`src/rtl/dvp_sensor_emulator.sv`:
```
// Raw 8-bit OmniVision-style DVP transmitter. It generates frame/line timing and
// deterministic test patterns on cmos_pclk, in place of a physical sensor.
`timescale 1ns/1ps
module dvp_sensor_emulator #(
  parameter int H_ACTIVE  = 640,
  parameter int H_BLANK   = 144,
  parameter int V_ACTIVE  = 480,
  parameter int VS_LINES  = 3,
  parameter int VBP_LINES = 17,
  parameter int VFP_LINES = 10
) (
  input  logic        cmos_pclk,
  input  logic        rst_n,
  input  logic        enable,
  input  logic [1:0]  pattern_sel,
  output logic        dvp_vsync,
  output logic        dvp_href,
  output logic [7:0]  dvp_data,
  output logic        busy,
  output logic        frame_done,
  output logic [15:0] frame_cnt
);

  localparam int H_TOTAL = H_ACTIVE + H_BLANK;
  localparam logic [11:0] H_LAST   = 12'(H_TOTAL - 1);
  localparam logic [11:0] H_ACT    = 12'(H_ACTIVE);
  localparam logic [10:0] VS_LAST  = 11'(VS_LINES - 1);
  localparam logic [10:0] VBP_LAST = 11'(VBP_LINES - 1);
  localparam logic [10:0] ACT_LAST = 11'(V_ACTIVE - 1);
  localparam logic [10:0] VFP_LAST = 11'(VFP_LINES - 1);

  typedef enum logic [2:0] {
    ST_IDLE,
    ST_VSYNC,
    ST_VBP,
    ST_ACTIVE,
    ST_VFP
  } state_t;

  state_t      state_q, state_d;
  logic [11:0] h_q, h_d;
  logic [10:0] l_q, l_d;
  logic [1:0]  pat_q;
  logic        load_pat;
  logic        frame_end;
  logic [10:0] lines_last;

  logic        vsync_d, href_d, busy_d, done_d;
  logic [7:0]  data_d;

  // Next state and counters.
  always_comb begin
    // NOTE: every combinational output gets a default first so no path infers a latch.
    state_d   = state_q;
    h_d       = h_q;
    l_d       = l_q;
    load_pat  = 1'b0;
    frame_end = 1'b0;

    unique case (state_q)
      ST_VSYNC:  lines_last = VS_LAST;
      ST_VBP:    lines_last = VBP_LAST;
      ST_ACTIVE: lines_last = ACT_LAST;
      ST_VFP:    lines_last = VFP_LAST;
      default:   lines_last = '0;
    endcase

    if (state_q == ST_IDLE) begin
      h_d = '0;
      l_d = '0;
      if (enable) begin
        state_d  = ST_VSYNC;
        load_pat = 1'b1;
      end
    end else if (h_q == H_LAST) begin
      h_d = '0;
      if (l_q == lines_last) begin
        l_d = '0;
        unique case (state_q)
          ST_VSYNC:  state_d = ST_VBP;
          ST_VBP:    state_d = ST_ACTIVE;
          ST_ACTIVE: state_d = ST_VFP;
          ST_VFP: begin
            frame_end = 1'b1;
            if (enable) begin
              state_d  = ST_VSYNC;
              load_pat = 1'b1;
            end else begin
              state_d = ST_IDLE;
            end
          end
          default:   state_d = ST_IDLE;
        endcase
      end else begin
        l_d = l_q + 11'd1;
      end
    end else begin
      h_d = h_q + 12'd1;
    end
  end

  // NOTE: outputs decode the *next* state/counters so the registered pins line up
  // with the cycle they describe, with href and data sharing the same flop stage.
  always_comb begin
    busy_d  = (state_d != ST_IDLE);
    vsync_d = (state_d == ST_VBP) || (state_d == ST_ACTIVE) || (state_d == ST_VFP);
    href_d  = (state_d == ST_ACTIVE) && (h_d < H_ACT);
    done_d  = (state_d == ST_VFP) && (h_d == H_LAST) && (l_d == VFP_LAST);
    data_d  = 8'h00;
    if (href_d) begin
      unique case (pat_q)
        2'd0: data_d = h_d[7:0];
        2'd1: data_d = l_d[7:0];
        2'd2: data_d = l_d[0] ? (h_d[0] ? 8'h10 : 8'h80) : (h_d[0] ? 8'h80 : 8'hF0);
        default: data_d = h_d[7:0] + l_d[7:0] + frame_cnt[7:0];
      endcase
    end
  end

  // NOTE: sequential state uses non-blocking assignments only.
  always_ff @(posedge cmos_pclk or negedge rst_n) begin
    if (!rst_n) begin
      state_q    <= ST_IDLE;
      h_q        <= '0;
      l_q        <= '0;
      pat_q      <= '0;
      frame_cnt  <= '0;
      dvp_vsync  <= 1'b0;
      dvp_href   <= 1'b0;
      dvp_data   <= 8'h00;
      busy       <= 1'b0;
      frame_done <= 1'b0;
    end else begin
      state_q    <= state_d;
      h_q        <= h_d;
      l_q        <= l_d;
      if (load_pat)  pat_q     <= pattern_sel;
      if (frame_end) frame_cnt <= frame_cnt + 16'd1;
      dvp_vsync  <= vsync_d;
      dvp_href   <= href_d;
      dvp_data   <= data_d;
      busy       <= busy_d;
      frame_done <= done_d;
    end
  end

endmodule

```
`config.mk`:
```
export PLATFORM = sky130hd
export DESIGN_NAME = dvp_sensor_emulator
export DESIGN_NICKNAME = d
export VERILOG_FILES = /design/src/rtl/dvp_sensor_emulator.sv
export SDC_FILE = /design/constraint.sdc
export NUM_CORES = 1
export LEC_CHECK = 0
export CAP_MARGIN = 20
export CORE_ASPECT_RATIO = 1.25
export CORE_MARGIN = 5
export CORE_UTILIZATION = 35
export CTS_BUF_LIST = sky130_fd_sc_hd__clkbuf_16
export DETAILED_ROUTE_END_ITERATION = 6
export DONT_BUFFER_PORTS = 1
export GPL_TIMING_DRIVEN = 0
export PLACE_DENSITY_LB_ADDON = 0.05
export SYNTH_ARGS = -nofsm -noshare
export SYNTH_HDL_FRONTEND = slang
export SYNTH_SLANG_ARGS = --single-unit
```
`constraint.sdc`:
```
create_clock -name cmos_pclk -period 9.5 [get_ports cmos_pclk]
set_clock_uncertainty 0.05 [all_clocks]
set_input_delay 0.95 -clock cmos_pclk [delete_from_list [all_inputs] [get_ports cmos_pclk]]
set_output_delay 0.95 -clock cmos_pclk [all_outputs]
set_load 0.02 [all_outputs]
```
# Yosys cells after proc, flatten, opt, wreduce, memory -nomap -nowiden
# Index checks and enable logic that the tools add are counted.
[classes] muxes=26 magnitude_cmp=1 add_sub_neg=5 reduce_logical=8 eq_ne=13
[ops] cell="$pmux W9 S4" n=1
[ops] cell="$mux W11" n=3
[ops] cell="$eq A12 B10 Y1 const B" n=2
[ops] cell="$mux W12" n=2
[ops] cell="$mux W8" n=3
[ops] cell="$pmux W8 S3" n=1
[ops] cell="$add A16 B1 Y16 const B" n=1
[ops] cell="$add A8 B8 Y8" n=2
[ops] cell="$add A12 B1 Y12 const B" n=1
[ops] cell="$eq A3 B2 Y1 const B" n=4
[ops] cell="$lt A12 B10 Y1 const B" n=1
[ops] cell="$mux W3" n=4
[ops] cell="$pmux W3 S4" n=1
[ops] cell="$add A11 B1 Y11 const B" n=1
[ops] cell="$eq A11 B11 Y1" n=1
[ops] cell="$eq A11 B4 Y1 const B" n=1
[ops] cell="$mux W1" n=10
[ops] cell="$mux W7" n=1
[ops] cell="$eq A3 B3 Y1 const B" n=2
[ops] cell="$eq A3 B1 Y1 const B" n=1
[ops] cell="$logic_and A1 B1 Y1" n=3
[ops] cell="$logic_not A3 Y1" n=1
[ops] cell="$reduce_bool A3 Y1" n=1
[ops] cell="$eq A2 B1 Y1 const B" n=1
[ops] cell="3 further kinds" n=4
[word_totals] ff_bits=56 wordCells=63 out_inout_bits=28 inputBits=5

# Logic depth before layout (Yosys ltp)
# Gate-level depths: netlist of the first run.
[logic_depth] word_depth=10 ltp_mapped=18 ltp_nobuf=16

# Worst setup path after synthesis of the first run
# No wires, ideal clock.
[synth_timing] path_kind="reg-to-reg" from="register h_q[0]" to="register dvp_data[7]" path_stages_with_launch=19 setup_slack_ns=5.341 arrival_time_ns=4.027 required_time_ns=9.368 n_path_buf=3 period_less_slack_ns=4.159 setup_time_ns=0.082 path_cell_list="dfrtp_1 -> ha_1 -> and3_1 -> clkbuf_1 -> and3_2 -> buf_2 -> and4_1 -> buf_6 -> nor3_1 -> fa_1 -> ha_1 -> fa_1 -> a21o_1 -> a21oi_1 -> o21bai_1 -> a21oi_1 -> xnor3_1 -> or3_1 -> a31oi_1"
[synth_between] elab_chain_cells=7 word_cells_on_any_way=17 classes_between="add/sub (3); order compare (1); eq/ne (2); mux (10); reduce/logical (1)"
[synth_lines] element="start: declaration" line_no="41" source="logic [11:0] h_q, h_d;"
[synth_lines] element="start signal: assignment" line_no="124" source="h_q <= '0;"
[synth_lines] element="start signal: assignment" line_no="135" source="h_q <= h_d;"
[synth_lines] element="$eq A12 B10 Y1 (*)" line_no="75" source="end else if (h_q == H_LAST) begin"
[synth_lines] element="$mux W11 (*)" line_no="75"
[synth_lines] element="$mux W11 (*)" line_no="68" source="if (state_q == ST_IDLE) begin"
[synth_lines] element="named net l_d[0]" line_no="42" source="logic [10:0] l_q, l_d;"
[synth_lines] element="$add A8 B8 Y8 (2 in a row)" line_no="115" source="default: data_d = h_d[7:0] + l_d[7:0] + frame_cnt[7:0];"
[synth_lines] element="$pmux W8 S3 (*)" line_no="111" source="unique case (pat_q)"
[synth_lines] element="$mux W8 (*)" line_no="110" source="if (href_d) begin"
[synth_lines] element="named net data_d[7]" line_no="49" source="logic [7:0] data_d;"
[synth_lines] element="end signal: assignment" line_no="141" source="dvp_data <= data_d;"
[synth_lines] element="end: declaration" line_no="18" source="output logic [7:0] dvp_data,"
# The timed path passes the listed nets; every way through them passes the cells marked *.
# A chain may end at the register's enable or synchronous reset.

# Worst setup path in the final report of the first run
[layout_timing] from="register h_q[0]" to="register dvp_data[7]"
[layout_between] elab_chain_cells=7 word_cells_on_any_way=17 classes_between="add/sub (3); order compare (1); eq/ne (2); mux (10); reduce/logical (1)"
[layout_lines] element="$eq A12 B10 Y1" line_no="75"
[layout_lines] element="$mux W11" line_no="75"
[layout_lines] element="$mux W11" line_no="68"
[layout_lines] element="named net l_d[2]" line_no="42"
[layout_lines] element="$add A8 B8 Y8 (2 in a row)" line_no="115"
[layout_lines] element="$pmux W8 S3" line_no="111"
[layout_lines] element="$mux W8" line_no="110"
[layout_lines] element="named net data_d[7]" line_no="49"
# The timed path passes the listed nets, and every way through them passes these cells.

==> impl_metrics.tcl, run 1 <==
set metrics [dict create \
    grt_pass1_wl_um 15100 \
    rsz0062_at_grt "no" \
    ys_seq_area_share_pct 39.9 \
    ys.warnings.count 0 \
    grt_usage_pct 16.1 \
    finalNetCount 385 \
    gr-total-overflow 0 \
    cp_max_fo 8 \
    cts_setup_buffers 0 \
    reg2reg_from "h_q[0]" \
    dpl-instance-area_um2 3680 \
    final_cell_mix "dfrtp_1 (56), nand2_1 (31), xnor2_1 (27), inv_1 (22), nor2_1 (22)" \
    crit_buf_inv 4 \
    wl_um 9050 \
    final_area_um2 3830 \
    pwr-share-clk_pct 33.0 \
    slew_headroom_pct 38.6 \
    p_sw_share_pct 33.6 \
    vias_per_cell 5.24 \
    die_y_um 122 \
    first_iter_violations 185 \
    wl_per_cell_um 18.4 \
    timing.final.crit_period_ns 4.92 \
    drcViolationCount 0 \
    yosys_register_bits 56 \
    min_path_type "in2async" \
    status "finished, final reports clean" \
    syn_inst 354 \
    startpoint "h_q[0]" \
    cts.sinks 56 \
    io_pins 33 \
    maxCapViolCount 0 \
    vias 2574 \
    hold_slack_ns 0.275 \
    r2r-end "dvp_data[7]" \
    regToRegSetupSlack_ns 4.58 \
    cp_slowest_cell "fa_1" \
    synth_cell_type_count 67 \
    synth_edf_count 0 \
    grt_pass1_vias 2707 \
    yosysTopAreaCellShare_pct 39.9 \
    dp_hpwl_um 6750 \
    antenna_cells 0 \
    synthesis.nets 378 \
    clk_pin_slew_worst_paths_ns 0.08 \
    gpl.final_weighted_congestion 0.847 \
    hold_viol_final 0 \
    finalCritPeriodShare_pct 51.8 \
    clockBufferDepth 2 \
    synth_area_leaders "dfrtp_1 (40%), xnor2_1 (6.7%), fa_1 (4.6%)" \
    fmax_ghz 0.203 \
    worst_slew_pin_slew_ns 0.913 \
    cts_resized 0 \
    layout-drive-gt1-share_pct 11.3 \
    fin_ws_ns 4.58 \
    worstPathRequired_ns 9.66 \
    die_w_um 99.6 \
    clkLatencyLatePin_ns 0.31 \
    areaGrowthSynthToFinish_pct 8.86 \
    synth-async-reset-ratio_pct 100 \
    coreArea_um2 9950 \
    drtAntennaViolNets 0 \
    cts_buffers 5 \
    critical-path-max-stage-delay_ns 0.48 \
    yosys_most_used_dff "dfrtp_1" \
    worst_setup_path_start_kind "register" \
    cts_hold_buf 0 \
    timing_worst_setup_path_type "reg2reg" \
    mostFrequentLayoutCell "dfrtp_1" \
    p_switching_uw 204 \
    end_kind "register" \
    reg2reg_depth 18 \
    dpl_worst_slack_ns 4.57 \
    grt_max_degree 57 \
    cts_root_buf "clkbuf_16" \
    rows 41 \
    p_leak_nw 1.70 \
    htree_levels 2 \
    first_pass_iters 4 \
    path_cells "ha_1 > and3_1 > clkbuf_1 > and3_2 > buf_2 > nand4_1 > and3_1 > inv_1 > fa_1 > inv_1 > fa_1 > a21o_1 > a21oi_1 > o21bai_1 > a21oi_1 > xnor3_1 > or3_1 > a31oi_1" \
    antenna_found_initial 0 \
    powerDensity_nw_per_um2 158 \
    syn_area_per_cell_um2 9.93 \
    cts_tree "done" \
    utilization_pct 38.5 \
    slew_violations 0 \
    setup_viol 0 \
    io_buffers 0 \
    intPower_uw 402 \
    irDropWorstVdd_v 0.0000709 \
    finalSetupTns_ns 0 \
    cp.arrival_ns 5.08 \
    pwr-share-comb_pct 22.0 \
    crit_family "simple AND/OR/NAND/NOR gates" \
    syn_area_um2 3520 \
    initial_core_util_pct 35.3 \
    die-area_um2 12200 \
    pwr-share-seq_pct 45.0 \
    synth_top_cell_by_area "dfrtp_1" \
]
[worst max-delay path by stage]
stage | to | slack [ns] | cells after the start
5_1_grt | dvp_data[7] | 4.30 | 18
2_1_floorplan | dvp_data[7] | 5.34 | 18
3_5_place_dp | dvp_data[7] | 4.57 | 18
3_3_place_gp | dvp_data[7] | 4.52 | 17
4_1_cts | dvp_data[7] | 4.52 | 17
6_report | dvp_data[7] | 4.58 | 18
[power by group through the flow]
stage,clock network (mW),logic (mW),registers [mW]
after floorplan,0,0.101,0.273
after detailed placement,0,0.132,0.277
after global routing,0.216,0.154,0.276
final,0.200,0.133,0.272
after global placement,0,0.131,0.277
after CTS,0.207,0.134,0.272
[metal layers]
| layer | share of wire [%] | global-route usage, % | vias to the layer above |
|---|---|---|---|
| met5 | 0 | 0 | - |
| met4 | 2.1 | 5.55 | 0 |
| met3 | 4.0 | 3.32 | 9 |
| met2 | 49 | 27.1 | 60 |
| met1 | 45 | 20.7 | 1240 |
| li1 | - | - | 1265 |
[stage by stage]
step | std cells | power [mW]
after floorplan | 354 | 0.374
after global placement | 483 | 0.408
after detailed placement | 483 | 0.409
after CTS | 491 | 0.613
after global routing | 491 | 0.646
final | 491 | 0.605
[sequential cells by signal (all words and copies together), names as in the netlist]
register and flops:
busy 1, dvp_data 8, dvp_href 1, dvp_vsync 1
frame_cnt 16, frame_done 1, h_q 12, l_q 11
pat_q 2, state_q 3
[cell type report]
cell class / instances / area, µm²
inverters: 23 / 87.6
multi-input cells: 262 / 1920
clock buffers: 5 / 125
clock inverters: 3 / 25.0
flip-flops and latches: 56 / 1400
plain buffers: 13 / 106
fillers: 1034 / 6120
well taps: 129 / 161
[cells by family after synthesis]
| group | Yosys count | share of synthesized area (%) |
|---|---|---|
| multiplexers | 2 | 0.641 |
| flip-flops | 56 | 39.9 |
| AO/OA/AOI/OAI | 55 | 11.1 |
| AND/OR/NAND/NOR | 146 | 24.1 |
| adder cells (fa/ha/maj) | 19 | 8.47 |
| XOR/XNOR | 40 | 10.4 |
| buffers and inverters | 36 | 5.52 |
[synth_stat cells, types with 3 or more instances]
cell type  count
nand2b_1       4
xnor2_1       27
nor3_1        13
a21oi_1       19
nor4_1         4
nand4_1       11
xor2_1        12
ha_1          11
a21o_1         3
buf_6          6
nand3_1       20
nand2_1       31
dfrtp_1       56
clkbuf_1       3
inv_1         22
nor4b_1        3
or3_1          4
o21ai_0        5
fa_1           8
nor2_1        22
a31oi_1        4
and3_1        10
Note: power is estimated with default switching activity, not from simulation.
==> inputs of run 2 (changes only) <==
clock period = 4.2 ns   (was 9.5 ns; I/O delays follow)
==> run 2 against run 1 <==
Sequential power increased by 130%. Count of clock-buffer cells in the layout unchanged. Worst hold slack worse by 0.057 ns. Combinational power rose by 150%. Worst setup slack worse by 4.5 ns. Critical path depth down 2. Highest routed layer unchanged. Cell count rose by 4.9%. Clock power is 130% higher. First-iteration DRC count shrank 15%.
==> impl_metrics.tcl, run 2 (same netlist as run 1, synthesis figures left out) <==
set metrics [dict create \
    rsz0062_at_grt "yes" \
    grt_max_degree 57 \
    finalSetupTns_ns 0 \
    hold_viol_final 0 \
    reg2reg_from "h_q[6]" \
    p_switching_uw 481 \
    gpl.final_weighted_congestion 0.847 \
    cp_max_fo 3 \
    wl_per_cell_um 18.8 \
    finalCritPeriodShare_pct 97.8 \
    irDropWorstVdd_v 0.000167 \
    wl_um 9680 \
    grt_usage_pct 16.9 \
    io_buffers 0 \
    mostFrequentLayoutCell "dfrtp_1" \
    cts_tree "done" \
    path_cells "nor4b_4 > buf_4 > nand4_1 > xnor2_2 > and3_4 > inv_2 > fa_1 > inv_2 > fa_2 > a21o_1 > a21oi_2 > o21bai_1 > a21oi_1 > xnor3_1 > or3_4 > a31oi_4" \
    worst_slew_pin_slew_ns 0.913 \
    clockBufferDepth 2 \
    htree_levels 2 \
    critical-path-max-stage-delay_ns 0.49 \
    drcViolationCount 0 \
    finalNetCount 409 \
    cts_buffers 5 \
    timing.final.crit_period_ns 4.11 \
    cp.arrival_ns 4.28 \
    pwr-share-comb_pct 23.7 \
    worstPathRequired_ns 4.37 \
    die_y_um 122 \
    cts.sinks 56 \
    top_regs "frame_cnt: 16 flops, h_q: 12 flops, l_q: 11 flops" \
    dp_hpwl_um 6750 \
    cp_slowest_cell "fa_1" \
    setup_viol 0 \
    rows 41 \
    cts_root_buf "clkbuf_16" \
    final_area_um2 4200 \
    p_sw_share_pct 34.3 \
    startpoint "h_q[6]" \
    slew_violations 0 \
    maxCapViolCount 0 \
    antenna_found_initial 0 \
    p_leak_nw 1.87 \
    clk_pin_slew_worst_paths_ns 0.09 \
    cp_common_cell "inv_2" \
    intPower_uw 922 \
    pwr-share-seq_pct 44.0 \
    clkLatencyLatePin_ns 0.31 \
    coreArea_um2 9950 \
    die-area_um2 12200 \
    min_path_type "in2reg" \
    top_register "frame_cnt" \
    end_kind "register" \
    status "finished, final reports clean" \
    largest_register_ffs 16 \
    fmax_ghz 0.244 \
    io_pins 33 \
    areaGrowthSynthToFinish_pct 19.6 \
    antenna_cells 0 \
    hp-start "pattern_sel[0]" \
    initial_core_util_pct 35.3 \
    timing_worst_setup_path_type "reg2reg" \
    drtAntennaViolNets 0 \
    worst_setup_path_start_kind "register" \
    dpl_worst_slack_ns -0.735 \
    grt_pass1_wl_um 15700 \
    vias 2669 \
    die_w_um 99.6 \
    slew_headroom_pct 38.6 \
    layout-drive-gt1-share_pct 23.3 \
    pwr-share-clk_pct 32.4 \
    final_cell_mix "dfrtp_1 (50), nand2_1 (31), xnor2_1 (26), buf_4 (25), nor2_1 (22)" \
    vias_per_cell 5.18 \
    fin_ws_ns 0.0939 \
    first_iter_violations 157 \
    grt_pass1_vias 2856 \
    gr-total-overflow 0 \
    nFillCells 1000 \
    dpl-instance-area_um2 3680 \
    first_pass_iters 4 \
    powerDensity_nw_per_um2 334 \
]
run 2: path summary, 6_finish.rpt:
| kind | to | slack [ns] | depth (start not counted) |
|---|---|---|---|
| worst max-delay path | dvp_data[7] | 0.09 | 16 |
| worst min-delay path | pat_q[0] | 0.22 | 1 |
| max in group asynchronous | h_q[5] | 3.23 | 2 |
| min in group asynchronous | busy | 0.55 | 2 |
| worst max register to register | dvp_data[7] | 0.09 | 16 |
| worst min register to register | frame_cnt[15] | 0.57 | 1 |
run 2: power by group through the flow:
stage	clock [mW]	sequential [mW]	combinational, mW
2_1_floorplan	0	0.617	0.228
3_3_place_gp	0	0.627	0.297
3_5_place_dp	0	0.626	0.300
4_1_cts	0.467	0.615	0.328
5_1_grt	0.491	0.624	0.382
6_report	0.454	0.617	0.332
run 2: metal layers:
layer / track usage, % / wire (µm) / vias to the layer above
met4: 5.12 / 161 / 0
met2: 29.4 / 4930 / 56
met5: 0 / 0 / -
met3: 3.15 / 312 / 8
li1: - / - / 1314
met1: 21.2 / 4270 / 1291
run 2: cell type report:
class / count / area, µm² / area share [%]
Clock inverter: 3 / 25.0 / 0.595
Inverter: 23 / 87.6 / 2.08
Sequential cell: 56 / 1410 / 33.5
Timing Repair Buffer: 27 / 238 / 5.65
Clock buffer: 5 / 125 / 2.98
Buffer: 10 / 92.6 / 2.20
Multi-Input combinational cell: 262 / 2070 / 49.1
Tap cell: 129 / 161 / 3.84
run 2: repair_timing:
| item | CTS | global route |
|---|---|---|
| hold buffers | 2 | 0 |
| resized for setup | 23 | 13 |
| gates cloned | 0 | 0 |
| endpoints found under the hold margin | 56 | 0 |
| pin swaps | 11 | 10 |
| setup buffers | 12 | 13 |
| setup endpoints to repair | 4 | 1 |
run 2: worst max-delay path: cells and delay by family, from the launching register on:
family                     cells  cell delay (ns)
adders and majority gates      2             0.85
buffers and inverters          3             0.27
and+or+nand+nor                4             1.15
xor gates and xnor gates       2             0.51
DFF                            1             0.43
AOI/OAI and AO/OA              5             0.74
run 2: stage by stage:
| step | std cells | power [mW] | utilization, % | hold slack [ns] |
|---|---|---|---|---|
| 6_report | 515 | 1.40 | 42.2 | 0.218 |
| 5_1_grt | 515 | 1.50 | 42.2 | 0.215 |
| 4_1_cts | 503 | 1.41 | 40.5 | 0.213 |
| 3_5_place_dp | 483 | 0.926 | 37.0 | 0.0759 |
| 3_3_place_gp | 483 | 0.923 | 37.0 | 0.0759 |
| 2_1_floorplan | 354 | 0.846 | - | 0.0744 |
==> inputs of run 3 (changes only) <==
ABC_CLOCK_PERIOD_IN_PS = 4200   (was unset)
==> results of run 3 <==
Same layout as run 2: the final DEF is identical, and so are final timing and power.
